## src/rtl/dmem_bus_if.sv

```systemverilog
// Request/acknowledge data-bus bundle between the load/store unit (master)
// and the data memory or bus fabric (slave).
interface dmem_bus_if;
  logic        bus_req;
  logic        bus_we;
  logic [31:0] bus_addr;
  logic [3:0]  bus_be;
  logic [31:0] bus_wdata;
  logic        bus_ack;
  logic [31:0] bus_rdata;

  modport master (
    output bus_req, bus_we, bus_addr, bus_be, bus_wdata,
    input  bus_ack, bus_rdata
  );

  modport slave (
    input  bus_req, bus_we, bus_addr, bus_be, bus_wdata,
    output bus_ack, bus_rdata
  );
endinterface

```

## src/rtl/dmem_access_unit.sv

```systemverilog
// MEM-stage load/store unit: aligns stores, extends loads, stalls the pipe while
// a bus access is outstanding, and flags misaligned accesses and bus timeouts.
//
// state | meaning
// ------+------------------------------------------------------------
// IDLE  | waiting for mem_read/mem_write; aligned access is latched here
// BUSY  | bus_req held until bus_ack or the timeout counter expires
// DONE  | one cycle with stall low so the pipeline advances; inputs ignored
module dmem_access_unit #(
  parameter int TIMEOUT = 64
) (
  input  logic              clk,
  input  logic              reset,
  input  logic [2:0]        mem_op,
  input  logic              mem_read,
  input  logic              mem_write,
  input  logic [31:0]       addr,
  input  logic [31:0]       wdata,
  output logic [31:0]       rdata,
  output logic              stall,
  output logic              misalign,
  output logic              bus_err,
  dmem_bus_if.master        bus
);

  localparam int CW = $clog2(TIMEOUT);
  localparam logic [CW-1:0] CNT_LAST = CW'(TIMEOUT - 1);

  typedef enum logic [1:0] {
    IDLE = 2'd0,
    BUSY = 2'd1,
    DONE = 2'd2
  } state_t;

  state_t state, state_nxt;

  logic          access, is_byte, is_half, misaligned, accept;
  logic [3:0]    be_nxt;
  logic [31:0]   wdata_nxt;
  logic          stall_c, misalign_c, bus_err_c, bus_req_c;
  logic          byte_r, half_r, unsigned_r, load_r;
  logic [1:0]    off_r;
  logic [CW-1:0] cnt;
  logic [7:0]    lane_b;
  logic [15:0]   lane_h;
  logic [31:0]   rdata_ext;

  // Illegal funct3 codes (011, 110, 111) fall through to word size.
  assign access     = mem_read | mem_write;
  assign is_byte    = (mem_op[1:0] == 2'b00);
  assign is_half    = (mem_op[1:0] == 2'b01);
  assign misaligned = is_half ? addr[0] : (!is_byte && (addr[1:0] != 2'b00));
  assign accept     = (state == IDLE) && access && !misaligned;

  always_comb begin
    be_nxt    = 4'b1111;
    wdata_nxt = wdata;
    if (is_byte) begin
      be_nxt    = 4'b0001 << addr[1:0];
      wdata_nxt = {4{wdata[7:0]}};
    end else if (is_half) begin
      be_nxt    = addr[1] ? 4'b1100 : 4'b0011;
      wdata_nxt = {2{wdata[15:0]}};
    end
  end

  always_ff @(posedge clk or negedge reset) begin
    if (!reset) state <= IDLE;
    else        state <= state_nxt;
  end

  always_comb begin
    state_nxt  = state;
    stall_c    = 1'b0;
    misalign_c = 1'b0;
    bus_err_c  = 1'b0;
    bus_req_c  = 1'b0;
    case (state)
      IDLE: begin
        if (access) begin
          if (misaligned) begin
            misalign_c = 1'b1;
          end else begin
            stall_c   = 1'b1;
            state_nxt = BUSY;
          end
        end
      end
      BUSY: begin
        bus_req_c = 1'b1;
        stall_c   = 1'b1;
        // An ack in the last counted cycle wins over the timeout.
        if (bus.bus_ack) begin
          state_nxt = DONE;
        end else if (cnt == CNT_LAST) begin
          bus_err_c = 1'b1;
          state_nxt = DONE;
        end
      end
      DONE:    state_nxt = IDLE;
      default: state_nxt = IDLE;
    endcase
  end

  // Combinational outputs are masked by reset so they drop the moment reset asserts.
  assign stall       = stall_c & reset;
  assign misalign    = misalign_c & reset;
  assign bus_err     = bus_err_c & reset;
  assign bus.bus_req = bus_req_c & reset;

  assign lane_b = bus.bus_rdata[{off_r, 3'b000} +: 8];
  assign lane_h = off_r[1] ? bus.bus_rdata[31:16] : bus.bus_rdata[15:0];

  always_comb begin
    rdata_ext = bus.bus_rdata;
    if (byte_r)
      rdata_ext = unsigned_r ? {24'h0, lane_b} : {{24{lane_b[7]}}, lane_b};
    else if (half_r)
      rdata_ext = unsigned_r ? {16'h0, lane_h} : {{16{lane_h[15]}}, lane_h};
  end

  always_ff @(posedge clk or negedge reset) begin
    if (!reset) begin
      byte_r        <= 1'b0;
      half_r        <= 1'b0;
      unsigned_r    <= 1'b0;
      load_r        <= 1'b0;
      off_r         <= 2'b00;
      cnt           <= '0;
      rdata         <= '0;
      bus.bus_we    <= 1'b0;
      bus.bus_addr  <= '0;
      bus.bus_be    <= '0;
      bus.bus_wdata <= '0;
    end else begin
      if (accept) begin
        byte_r        <= is_byte;
        half_r        <= is_half;
        unsigned_r    <= mem_op[2];
        load_r        <= !mem_write;
        off_r         <= addr[1:0];
        cnt           <= '0;
        bus.bus_we    <= mem_write;
        bus.bus_addr  <= {addr[31:2], 2'b00};
        bus.bus_be    <= be_nxt;
        bus.bus_wdata <= wdata_nxt;
      end else if ((state == BUSY) && (cnt != CNT_LAST)) begin
        cnt <= cnt + CW'(1);
      end

      if ((state == BUSY) && bus.bus_ack && load_r)
        rdata <= rdata_ext;
      else if (bus_err_c && load_r)
        rdata <= '0;
    end
  end

endmodule
```

## src/flat_wrapper.sv

```systemverilog
// flat-port wrapper written by rule: the top's interface ports become plain ports
module dmem_access_unit_flat 
#(
  parameter int TIMEOUT = 64
)
  (clk, reset, mem_op, mem_read, mem_write, addr, wdata, rdata, stall, misalign, bus_err, bus_bus_req, bus_bus_we, bus_bus_addr, bus_bus_be, bus_bus_wdata, bus_bus_ack, bus_bus_rdata);
  dmem_bus_if bus_i ();
  input  logic clk;
  input  logic reset;
  input  logic [2:0] mem_op;
  input  logic mem_read;
  input  logic mem_write;
  input  logic [31:0] addr;
  input  logic [31:0] wdata;
  output logic [31:0] rdata;
  output logic stall;
  output logic misalign;
  output logic bus_err;
  output wire logic [$bits(bus_i.bus_req)-1:0] bus_bus_req;
  output wire logic [$bits(bus_i.bus_we)-1:0] bus_bus_we;
  output wire logic [$bits(bus_i.bus_addr)-1:0] bus_bus_addr;
  output wire logic [$bits(bus_i.bus_be)-1:0] bus_bus_be;
  output wire logic [$bits(bus_i.bus_wdata)-1:0] bus_bus_wdata;
  input wire logic [$bits(bus_i.bus_ack)-1:0] bus_bus_ack;
  input wire logic [$bits(bus_i.bus_rdata)-1:0] bus_bus_rdata;
  assign bus_bus_req = bus_i.bus_req;
  assign bus_bus_we = bus_i.bus_we;
  assign bus_bus_addr = bus_i.bus_addr;
  assign bus_bus_be = bus_i.bus_be;
  assign bus_bus_wdata = bus_i.bus_wdata;
  assign bus_i.bus_ack = bus_bus_ack;
  assign bus_i.bus_rdata = bus_bus_rdata;
  dmem_access_unit #(.TIMEOUT(TIMEOUT)) u_core (.clk(clk), .reset(reset), .mem_op(mem_op), .mem_read(mem_read), .mem_write(mem_write), .addr(addr), .wdata(wdata), .rdata(rdata), .stall(stall), .misalign(misalign), .bus_err(bus_err), .bus(bus_i));
endmodule
```

## config.mk

```make
export PLATFORM = sky130hd
export DESIGN_NAME = dmem_access_unit_flat
export DESIGN_NICKNAME = d
export VERILOG_FILES = /design/src/rtl/dmem_bus_if.sv /design/src/rtl/dmem_access_unit.sv /design/src/flat_wrapper.sv
export SDC_FILE = /design/constraint.sdc
export NUM_CORES = 1
export LEC_CHECK = 0
export ABC_AREA = 1
export CAP_MARGIN = 0
export CELL_PAD_IN_SITES_DETAIL_PLACEMENT = 0
export CELL_PAD_IN_SITES_GLOBAL_PLACEMENT = 2
export CORE_UTILIZATION = 26
export DETAILED_ROUTE_END_ITERATION = 8
export PLACE_DENSITY_LB_ADDON = 0.15
export SETUP_SLACK_MARGIN = 0.5
export SLEW_MARGIN = 20
export SYNTH_ARGS = -nofsm -noshare
export SYNTH_HDL_FRONTEND = slang
export SYNTH_SLANG_ARGS = --single-unit
```

## constraint.sdc

```tcl
create_clock -name clk -period 3.7 [get_ports clk]
set_input_delay 0.74 -clock clk [delete_from_list [all_inputs] [get_ports clk]]
set_output_delay 0.74 -clock clk [all_outputs]
set_load 0.1 [all_outputs]
```

==> results_tabular.tex, run 1 <==
\begin{tabular}{lr}
\hline
Metric & Value \\
\hline
\multicolumn{2}{l}{\textbf{Timing}} \\
\quad Fmax achieved & 0.345 GHz \\
\quad Final number of max-transition violations & 0 \\
\quad Final setup skew & 0.00780 ns \\
\quad Final setup fails & 0 \\
\quad Final critical-path required period & 2.90 ns \\
\quad Number of hold-slack violations in the final timing report & 0 \\
\quad Slew at the pin closest to its max-slew limit & 1.06 ns \\
\quad Crit share post-route & 78.4\% \\
\quad Setup repair after global routing missed its margin & no \\
\quad Worst-case headroom to the max-slew limit & 29.4\% \\
\quad Total negative setup slack & 0 ns \\
\multicolumn{2}{l}{\textbf{Clock tree}} \\
\quad Cts bufs inserted & 17 \\
\quad Post-CTS Setup Inserts & 0 \\
\quad Hold buffer count at CTS & 0 \\
\quad Post-cts sizing count & 0 \\
\quad Clock tree buffer depth & 2 \\
\quad Insertion delay of the later-clocked pin in the worst-skew pair & 0.42 ns \\
\quad CTS HTree Levels & 4 \\
\quad CTS tree & built \\
\quad Clock-pin slew of the registers on the worst-case setup and hold paths & 0.05 ns \\
\quad Clk root buf & clkbuf\_16 \\
\quad Sink Count & 113 \\
\multicolumn{2}{l}{\textbf{Yosys}} \\
\quad Number of cells produced by synthesis & 762 \\
\quad Netlist Area Pre-Place & 5620 um2 \\
\quad Synthesized-area fraction occupied by ao, oa, aoi and oai cells & 7.19\% \\
\quad Fraction of synthesized cell area in xor and xnor cells & 0.156\% \\
\quad Count of distinct cell types in the synthesized netlist & 25 \\
\quad Cell taking the most area after synthesis & dfrtp\_1 \\
\quad Post-Syn Area per Cell & 7.38 um2 \\
\quad Ranking of synthesized cells by area & dfrtp\_1 50\%, nand2\_1 24\%, nand3\_1 9.4\% \\
\quad Share of Yosys cell area claimed by the top area cell type & 50.3\% \\
\quad Synth Area in Adders & 0.223\% \\
\quad Warnings from Yosys & 0 \\
\quad Area fraction in and, or, nand and nor cells after synthesis & 35.5\% \\
\quad Main combinational cell family by area after synthesis & simple AND/OR/NAND/NOR gates \\
\quad Synth Register Bits & 113 \\
\quad Mux cell area share after synthesis & 0\% \\
\quad Sequential fraction of the synthesis area & 50.3\% \\
\multicolumn{2}{l}{\textbf{Floorplan}} \\
\quad Floorplan die width & 149 um \\
\quad Overall die height & 149 um \\
\quad Num rows & 53 \\
\quad Starting density of the core & 26.7\% \\
\quad Num ports & 209 \\
\quad Total die area & 22200 um2 \\
\quad Core Area & 21100 um2 \\
\multicolumn{2}{l}{\textbf{Routing}} \\
\quad Count of TritonRoute iterations in the first routing pass & 4 \\
\quad Vias & 5581 \\
\quad Mean number of vias per cell & 4.50 \\
\quad Wirelength, routed & 19600 um \\
\quad Drt drc & 0 \\
\quad Number of violations reported at the end of detailed-routing iteration 0 & 247 \\
\quad Antenna-violating nets left & 0 \\
\quad Routed wirelength normalized by instance count & 15.8 um \\
\multicolumn{2}{l}{\textbf{Finish}} \\
\quad Filler instances & 2217 \\
\quad Proportion of layout cells with a drive suffix above 1 & 6.00\% \\
\quad Final Net Count & 1059 \\
\quad Antenna cells & 0 \\
\quad Relative area change from synthesis to final layout & 52.1\% \\
\quad Final cell area excluding filler cells & 8550 um2 \\
\multicolumn{2}{l}{\textbf{Global route}} \\
\quad Total Routing Usage GR & 18.2\% \\
\quad Vias in the first global route & 5504 \\
\quad Initial antenna violation count & 0 \\
\quad Remaining global-route overflow & 0 \\
\quad Wire length of the first global-routing pass & 30800 um \\
\quad Largest net degree at the start of global routing & 90 \\
\multicolumn{2}{l}{\textbf{Critical path}} \\
\quad Endpoint required time on the critical path & 2.96 ns \\
\quad Crit. End Element & output pin \\
\quad Top fanout value on the critical path & 22 \\
\quad Arrival time worst endpoint & 2.16 ns \\
\quad Path type of the worst setup path & in2out \\
\quad Launching element type of the critical path & primary input \\
\quad Length in cells of the worst reg-to-reg path & 7 \\
\multicolumn{2}{l}{\textbf{Placement}} \\
\quad Final estimated routing congestion in global placement & 0.751 \\
\quad Number of buffer cells added on primary ports & 206 \\
\quad Detailed Place HPWL & 13400 um \\
\quad Post-detailed-placement cell area & 7970 um2 \\
\multicolumn{2}{l}{\textbf{Outcome}} \\
\quad Status & finished, final reports clean \\
\multicolumn{2}{l}{\textbf{Min path}} \\
\quad Hold-critical path depth & 2 \\
\quad Hold Path Class & reg2reg \\
\multicolumn{2}{l}{\textbf{Flow run}} \\
\quad Max cap viols & 0 \\
\hline
\end{tabular}
-- per-layer routing --
layer	track usage [%]	vias to the layer above	wire length [um]
li1	-	2808	-
met5	0	-	0
met2	27.7	165	8740
met3	6.39	20	1580
met4	5.61	0	277
met1	24.0	2588	8980
-- placed cells by master (no fill, tap or decap), types with 2 or more instances in the layout --
master	synthesis	routed
a21oi_1	20	19
conb_1	1	2
inv_1	34	33
or2_2	4	4
buf_4	3	11
clkinvlp_4	0	5
inv_2	3	4
clkbuf_8	0	3
buf_12	0	5
nand3_1	106	106
o21ai_0	36	36
nand2_1	366	366
dfrtp_1	113	113
clkbuf_1	26	2
o211ai_1	10	10
nor2_1	11	11
clkdlybuf4s50_1	0	201
bufinv_16	0	2
a21boi_0	3	3
clkbuf_16	0	17
clkinv_2	0	2
-- cell usage after synthesis --
library cell	count
o211ai_1	10
o21ai_0	36
o31ai_1	1
a21oi_1	20
buf_4	3
nand2_2	1
nand2_1	366
conb_1	1
xnor2_1	1
a22oi_2	1
buf_2	12
nor2_1	11
or2_2	4
ha_1	1
nand3b_1	1
clkinv_1	1
a21boi_0	3
inv_1	34
nor4_1	2
dfrtp_1	113
buf_6	4
a31oi_1	1
clkbuf_1	26
nand3_1	106
inv_2	3
-- sequential cells by signal, indices dropped and copies added, names as in the netlist --
signal / cells
u_core.bus.bus_be: 4
u_core.cnt: 6
u_core.byte_r: 1
u_core.bus.bus_we: 1
u_core.rdata: 32
u_core.off_r: 2
u_core.half_r: 1
u_core.load_r: 1
u_core.state: 2
u_core.bus.bus_wdata: 32
u_core.unsigned_r: 1
u_core.bus.bus_addr: 30
-- worst paths after layout --
kind / startpoint / end / slack, ns
min in group asynchronous: reset / u_core.state[1] / 0.50
hold reg to reg: u_core.bus.bus_wdata[29] / u_core.bus.bus_wdata[29] / 0.48
setup reg to reg: u_core.off_r[1] / u_core.rdata[18] / 1.74
max in group asynchronous: reset / u_core.bus.bus_wdata[26] / 1.93
setup / recovery: mem_op[1] / misalign / 0.80
hold / removal: u_core.bus.bus_wdata[29] / u_core.bus.bus_wdata[29] / 0.48
-- cells by family after synthesis --
family                     after synthesis
buffers and inverters                   83
xor gates and xnor gates                 1
other                                    1
adders and majority gates                1
DFF                                    113
and+or+nand+nor                        491
AOI/OAI and AO/OA                       72
-- worst max-delay path, cell delays in order --
cell and delay (ns):
clkdlybuf4s50_1 0.49, buf_4 0.26, a22oi_2 0.15, nor4_2 0.29, buf_12 0.23
-- through the flow --
step	hold WS [ns]	instances	utilization (%)	worst slack [ns]
6_report	0.475	1241	40.5	0.798
4_1_cts	0.478	1241	40.5	0.785
3_3_place_gp	0.461	1210	37.8	0.791
2_1_floorplan	0.444	763	-	0.348
5_1_grt	0.502	1241	40.5	0.690
3_5_place_dp	0.464	1210	37.8	0.786
-- layout make-up --
type	instances	area, um2	share of cell area [%]
clock inverter	9	108	1.26
inverter	38	143	1.67
sequential	113	2830	33.1
tap	275	344	4.02
clock buffer	22	474	5.55
multi-input combinational	567	2460	28.8
timing repair buffer	217	2190	25.7
Power of run 1 is not shown: default switching activity piles up to over one toggle a cycle in this logic, so the estimate is an artifact.
==> run 2: changes to the inputs <==
Settings changed: CORE_UTILIZATION 26 to 24.
Clock period 3.7 ns to 2.84 ns, I/O delays scaled along.
==> run 2 against run 1 <==
  * First-iteration DRC count rose by 23%
  * Global-route usage down 0.68 points
  * Cell count up 3.9%
  * Critical path depth increased by 2
  * Clock skew is essentially flat
  * Wire length increased by 4.1%
  * Register-to-register slack worse by 1.0 ns
  * Hold slack lost 0.21 ns
  * Flip-flop and latch count unchanged
  * Sequential share of layout area about the same
==> results_tabular.tex, run 2 (same netlist as run 1, synthesis figures left out) <==
\begin{tabular}{lr}
\hline
Metric & Value \\
\hline
\multicolumn{2}{l}{\textbf{Placement}} \\
\quad Pre-CTS setup slack & 0.201 ns \\
\quad Detailed Place HPWL & 13800 um \\
\quad Number of buffer cells added on primary ports & 206 \\
\quad Final estimated routing congestion in global placement & 0.755 \\
\multicolumn{2}{l}{\textbf{Flow run}} \\
\quad Max cap viols & 0 \\
\multicolumn{2}{l}{\textbf{Timing}} \\
\quad Final critical-path required period & 2.29 ns \\
\quad Worst setup margin & 0.548 ns \\
\quad Final setup skew & 0.00828 ns \\
\quad Final number of max-transition violations & 0 \\
\quad Total negative setup slack & 0 ns \\
\quad Number of hold-slack violations in the final timing report & 0 \\
\quad Worst-case headroom to the max-slew limit & 48.7\% \\
\quad Fmax achieved & 0.436 GHz \\
\quad Setup repair after global routing missed its margin & yes \\
\quad Crit share post-route & 80.7\% \\
\quad Slew at the pin closest to its max-slew limit & 0.770 ns \\
\quad Final setup fails & 0 \\
\multicolumn{2}{l}{\textbf{Routing}} \\
\quad Routed wirelength normalized by instance count & 15.8 um \\
\quad Vias & 5641 \\
\quad Wirelength, routed & 20400 um \\
\quad Mean number of vias per cell & 4.38 \\
\quad Count of TritonRoute iterations in the first routing pass & 5 \\
\quad Drt drc & 0 \\
\quad Antenna-violating nets left & 0 \\
\quad Number of violations reported at the end of detailed-routing iteration 0 & 304 \\
\multicolumn{2}{l}{\textbf{Critical path}} \\
\quad Register-to-register path setup slack & 0.70 ns \\
\quad Launching element type of the critical path & primary input \\
\quad Worst r2r src & u\_core.off\_r[0] \\
\quad Arrival time worst endpoint & 1.72 ns \\
\quad Endpoint of the most critical setup path & stall \\
\quad Top fanout value on the critical path & 7 \\
\quad Length in cells of the worst reg-to-reg path & 9 \\
\quad CP startpoint & mem\_op[1] \\
\quad Path type of the worst setup path & in2out \\
\quad Endpoint required time on the critical path & 2.27 ns \\
\quad Crit. End Element & output pin \\
\quad Reg-to-reg critical path endpoint & u\_core.rdata[24] \\
\multicolumn{2}{l}{\textbf{Floorplan}} \\
\quad Num ports & 209 \\
\quad Core Area & 22800 um2 \\
\quad Starting density of the core & 24.7\% \\
\quad Overall die height & 155 um \\
\quad Total die area & 24000 um2 \\
\quad Floorplan die width & 155 um \\
\quad Num rows & 55 \\
\multicolumn{2}{l}{\textbf{Global route}} \\
\quad Total Routing Usage GR & 17.5\% \\
\quad Largest net degree at the start of global routing & 114 \\
\quad GR met1 Demand/Resource & 23.0\% \\
\quad Vias in the first global route & 5676 \\
\quad Most utilized layer in the global route result & met2 \\
\quad Remaining global-route overflow & 0 \\
\quad Wire length of the first global-routing pass & 32300 um \\
\quad Initial antenna violation count & 0 \\
\quad GRT met2 Usage & 27.6\% \\
\quad Met3 track demand over resource & 5.24\% \\
\multicolumn{2}{l}{\textbf{Clock tree}} \\
\quad Insertion delay of the later-clocked pin in the worst-skew pair & 0.41 ns \\
\quad Clock tree buffer depth & 2 \\
\quad Sink Count & 113 \\
\quad Cts bufs inserted & 17 \\
\quad Clk root buf & clkbuf\_16 \\
\quad Clock-pin slew of the registers on the worst-case setup and hold paths & 0.06 ns \\
\quad CTS HTree Levels & 4 \\
\quad CTS tree & built \\
\multicolumn{2}{l}{\textbf{Finish}} \\
\quad Relative area change from synthesis to final layout & 52.1\% \\
\quad Filler instances & 2430 \\
\quad Most frequent standard cell in the layout excluding fill and tap cells & nand2\_1 \\
\quad Antenna cells & 0 \\
\quad Final Net Count & 1068 \\
\quad Proportion of layout cells with a drive suffix above 1 & 17.9\% \\
\quad Top flop regs & u\_core.bus.bus\_wdata x32, u\_core.rdata x32, u\_core.bus.bus\_addr x30 \\
\quad Highest-count cells in the layout ignoring fill and taps & 365 x nand2\_1, 115 x buf\_4, 113 x dfrtp\_1 \\
\multicolumn{2}{l}{\textbf{Min path}} \\
\quad Hold Path Class & in2async \\
\multicolumn{2}{l}{\textbf{Outcome}} \\
\quad Status & finished, final reports clean \\
\hline
\end{tabular}
run 2: cell types whose count changed in the layout (fill, tap and decap cells not counted), sizes merged:
cell,before,now
clkbuf,22,24
clkdlybuf4s50,201,97
dlymetal6s2s,0,1
clkinvlp,5,4
dlygate4sd2,0,4
buf,16,124
run 2: cell type report:
| cell class | count | area (um2) | area share (%) |
|---|---|---|---|
| multi-input combinational | 567 | 2500 | 29.3 |
| inverter | 38 | 155 | 1.81 |
| timing repair buffer | 226 | 2060 | 24.1 |
| clock buffer | 24 | 512 | 5.98 |
| tap | 313 | 392 | 4.58 |
| sequential | 113 | 2830 | 33.1 |
| clock inverter | 8 | 100 | 1.17 |
run 2: what timing repair did:
| action | CTS | global route |
|---|---|---|
| pin swaps | 4 | 2 |
| gates cloned | 0 | 0 |
| buffers inserted | 6 | 0 |
| gates resized for setup | 9 | 2 |
| setup endpoints to repair | 3 | 3 |
| hold buffers | 0 | 0 |
run 2: worst min-delay path by stage:
stage                              from                        to  slack (ns)  cells past startpoint
6_report                          reset          u_core.rdata[13]        0.26                      2
5_1_grt                           reset          u_core.rdata[14]        0.33                      2
4_1_cts                           reset          u_core.rdata[13]        0.31                      2
3_5_place_dp   u_core.bus.bus_wdata[19]  u_core.bus.bus_wdata[19]        0.47                      2
3_3_place_gp    u_core.bus.bus_addr[29]   u_core.bus.bus_addr[29]        0.46                      2
2_1_floorplan                     reset   u_core.bus.bus_addr[10]        0.27                      0
run 2: critical path, cell delays in order:
cell and delay, ns:
dlygate4sd2_1 0.31, inv_8 0.11, nand2_4 0.05, a22oi_2 0.22, nand2_4 0.11, a21oi_4 0.17
buf_12 0.19
run 2: per-stage QoR:
stage / util, % / instances / hold WS [ns] / area, um2
after floorplan: - / 763 / 0.272 / 5700
after global placement: 34.6 / 1251 / 0.464 / 7880
after detailed placement: 34.6 / 1251 / 0.466 / 7880
after CTS: 37.5 / 1289 / 0.309 / 8550
after global routing: 37.5 / 1289 / 0.329 / 8550
final: 37.5 / 1289 / 0.263 / 8550
run 2: metal layers:
layer / up-vias / share of wire, %
li1: 2823 / -
met1: 2644 / 46
met2: 162 / 45
met3: 12 / 7.2
met4: 0 / 1.0
met5: - / 0
Power of run 2 is left out for the same reason.
==> run 3: changes to the inputs <==
Clock period 2.84 ns to 2.35 ns, I/O delays scaled along.
==> run 3 against run 2 <==
  * Via count grew 1.2%
  * Cell count grew 1.4%
  * Sequential share of layout area shrank 0.53 points
  * Global-route usage grew 0.17 points
  * Critical path type is now reg2out
  * Critical endpoint is now bus_err
==> results_tabular.tex, run 3 (same netlist as run 1, synthesis figures left out) <==
\begin{tabular}{lr}
\hline
Metric & Value \\
\hline
\multicolumn{2}{l}{\textbf{Critical path}} \\
\quad Crit. End Element & output pin \\
\quad CP peak stage delay & 0.41 ns \\
\quad Top fanout value on the critical path & 3 \\
\quad Arrival time worst endpoint & 1.73 ns \\
\quad Path type of the worst setup path & reg2out \\
\quad Launching element type of the critical path & flip-flop \\
\quad CP top delay family & simple AND/OR/NAND/NOR gates \\
\quad CP max-delay cell & dfrtp\_1 \\
\quad Sum of buffers and inverters on the critical path & 2 \\
\quad Worst-path cell chain & ha\_4 -> nand3\_4 -> nor2\_4 -> inv\_2 -> nor4\_4 -> buf\_12 \\
\quad Endpoint required time on the critical path & 1.88 ns \\
\multicolumn{2}{l}{\textbf{Clock tree}} \\
\quad CTS HTree Levels & 4 \\
\quad Sink Count & 113 \\
\quad CTS tree & built \\
\quad Clk root buf & clkbuf\_16 \\
\quad Insertion delay of the later-clocked pin in the worst-skew pair & 0.42 ns \\
\quad Clock-pin slew of the registers on the worst-case setup and hold paths & 0.06 ns \\
\quad Cts bufs inserted & 17 \\
\quad Hold buffer count at CTS & 0 \\
\quad Clock tree buffer depth & 2 \\
\multicolumn{2}{l}{\textbf{Finish}} \\
\quad Relative area change from synthesis to final layout & 54.6\% \\
\quad Top flop regs & u\_core.bus.bus\_wdata x32, u\_core.rdata x32, u\_core.bus.bus\_addr x30 \\
\quad Proportion of layout cells with a drive suffix above 1 & 20.2\% \\
\quad Utilization after layout & 38.2\% \\
\quad Final cell area excluding filler cells & 8690 um2 \\
\quad Final Net Count & 1084 \\
\quad Most frequent standard cell in the layout excluding fill and tap cells & nand2\_1 \\
\quad Highest-count cells in the layout ignoring fill and taps & 364 x nand2\_1, 130 x buf\_4, 113 x dfrtp\_1 \\
\multicolumn{2}{l}{\textbf{Routing}} \\
\quad Met2 routed WL & 9220 um \\
\quad Count of TritonRoute iterations in the first routing pass & 4 \\
\quad Met3 WL & 1480 um \\
\quad Drt drc & 0 \\
\quad Antenna-violating nets left & 0 \\
\quad Top routing layer used & met4 \\
\quad Mean number of vias per cell & 4.37 \\
\quad Number of violations reported at the end of detailed-routing iteration 0 & 298 \\
\quad Routed wirelength normalized by instance count & 15.6 um \\
\quad Detailed-route wire length on metal 1 & 9520 um \\
\quad Wirelength, routed & 20400 um \\
\quad Vias & 5706 \\
\multicolumn{2}{l}{\textbf{Timing}} \\
\quad Slew at the pin closest to its max-slew limit & 0.693 ns \\
\quad Number of hold-slack violations in the final timing report & 0 \\
\quad Worst-case headroom to the max-slew limit & 53.8\% \\
\quad Crit share post-route & 93.6\% \\
\quad Final setup skew & 0.0144 ns \\
\quad Fmax achieved & 0.455 GHz \\
\quad Final setup fails & 0 \\
\quad Final number of max-transition violations & 0 \\
\quad Setup repair after global routing missed its margin & yes \\
\quad Hold slack & 0.146 ns \\
\quad Total negative setup slack & 0 ns \\
\quad Final critical-path required period & 2.20 ns \\
\multicolumn{2}{l}{\textbf{Placement}} \\
\quad Final estimated routing congestion in global placement & 0.789 \\
\quad Detailed Place HPWL & 14100 um \\
\quad Post-detailed-placement cell area & 8010 um2 \\
\quad Number of buffer cells added on primary ports & 206 \\
\multicolumn{2}{l}{\textbf{Global route}} \\
\quad Vias in the first global route & 5834 \\
\quad Wire length of the first global-routing pass & 32600 um \\
\quad Total Routing Usage GR & 17.7\% \\
\quad Largest net degree at the start of global routing & 114 \\
\quad Initial antenna violation count & 2 \\
\quad Remaining global-route overflow & 0 \\
\multicolumn{2}{l}{\textbf{Min path}} \\
\quad Hold Path Class & in2async \\
\multicolumn{2}{l}{\textbf{Outcome}} \\
\quad Status & finished, final reports clean \\
\multicolumn{2}{l}{\textbf{Flow run}} \\
\quad Max cap viols & 0 \\
\multicolumn{2}{l}{\textbf{Floorplan}} \\
\quad Overall die height & 155 um \\
\quad Starting density of the core & 24.7\% \\
\quad Floorplan die width & 155 um \\
\quad Total die area & 24000 um2 \\
\quad Num rows & 55 \\
\quad Num ports & 209 \\
\quad Core Area & 22800 um2 \\
\hline
\end{tabular}
-- run 3: cell count changes in the layout (fill, tap and decap cells not counted), moves of 3 or more --
| cell | before | now |
|---|---|---|
| clkbuf_8 | 6 | 0 |
| inv_6 | 1 | 6 |
| inv_1 | 32 | 29 |
| dlygate4sd2_1 | 4 | 1 |
| nor2_4 | 1 | 4 |
| buf_4 | 115 | 130 |
| inv_8 | 1 | 4 |
-- run 3: what timing repair did --
action | 4_1_cts | 5_1_grt
resized for setup | 22 | 11
setup buffers | 4 | 3
pin swaps | 3 | 6
setup endpoints to repair | 71 | 49
-- run 3: layer usage --
metal,track usage (%),up-vias
met5,0,-
met4,4.57,0
met3,5.74,10
met2,27.3,167
met1,23.6,2658
li1,-,2871
-- run 3: per-stage QoR --
stage                     cells  worst slack [ns]
after CTS                  1302             0.147
final                      1307             0.151
after global placement     1266           -0.0347
after detailed placement   1266           -0.0427
after floorplan             763           0.00988
after global routing       1305            0.0524
-- run 3: layout make-up --
class	count	area [um2]
fillers	2443	14100
flip-flops and latches	113	2830
clock buffers	17	425
diodes	2	5.00
multi-input cells	567	2550
repair buffers	242	2190
well taps	313	392
inverters	38	169
clock inverters	15	139
-- run 3: worst reg2reg max path: stages, from the launching register on --
cell	delay, ns
dfrtp_1	0.50
nand2_1	0.41
buf_4	0.34
o211ai_1	0.16
nand2_1	0.06
o21ai_0	0.16
-- run 3: final timing paths --
kind | slack [ns] | from | endpoint | depth (start not counted)
worst min-delay path | 0.15 | reset | u_core.state[0] | 2
worst max register to register | 0.64 | u_core.half_r | u_core.rdata[1] | 5
max in group asynchronous | 1.66 | reset | u_core.bus.bus_addr[18] | 2
min in group clk | 0.42 | mem_write | u_core.load_r | 3
worst max-delay path | 0.15 | u_core.cnt[1] | bus_err | 6
worst min register to register | 0.48 | u_core.bus.bus_wdata[30] | u_core.bus.bus_wdata[30] | 2
Power of run 3 is left out for the same reason.
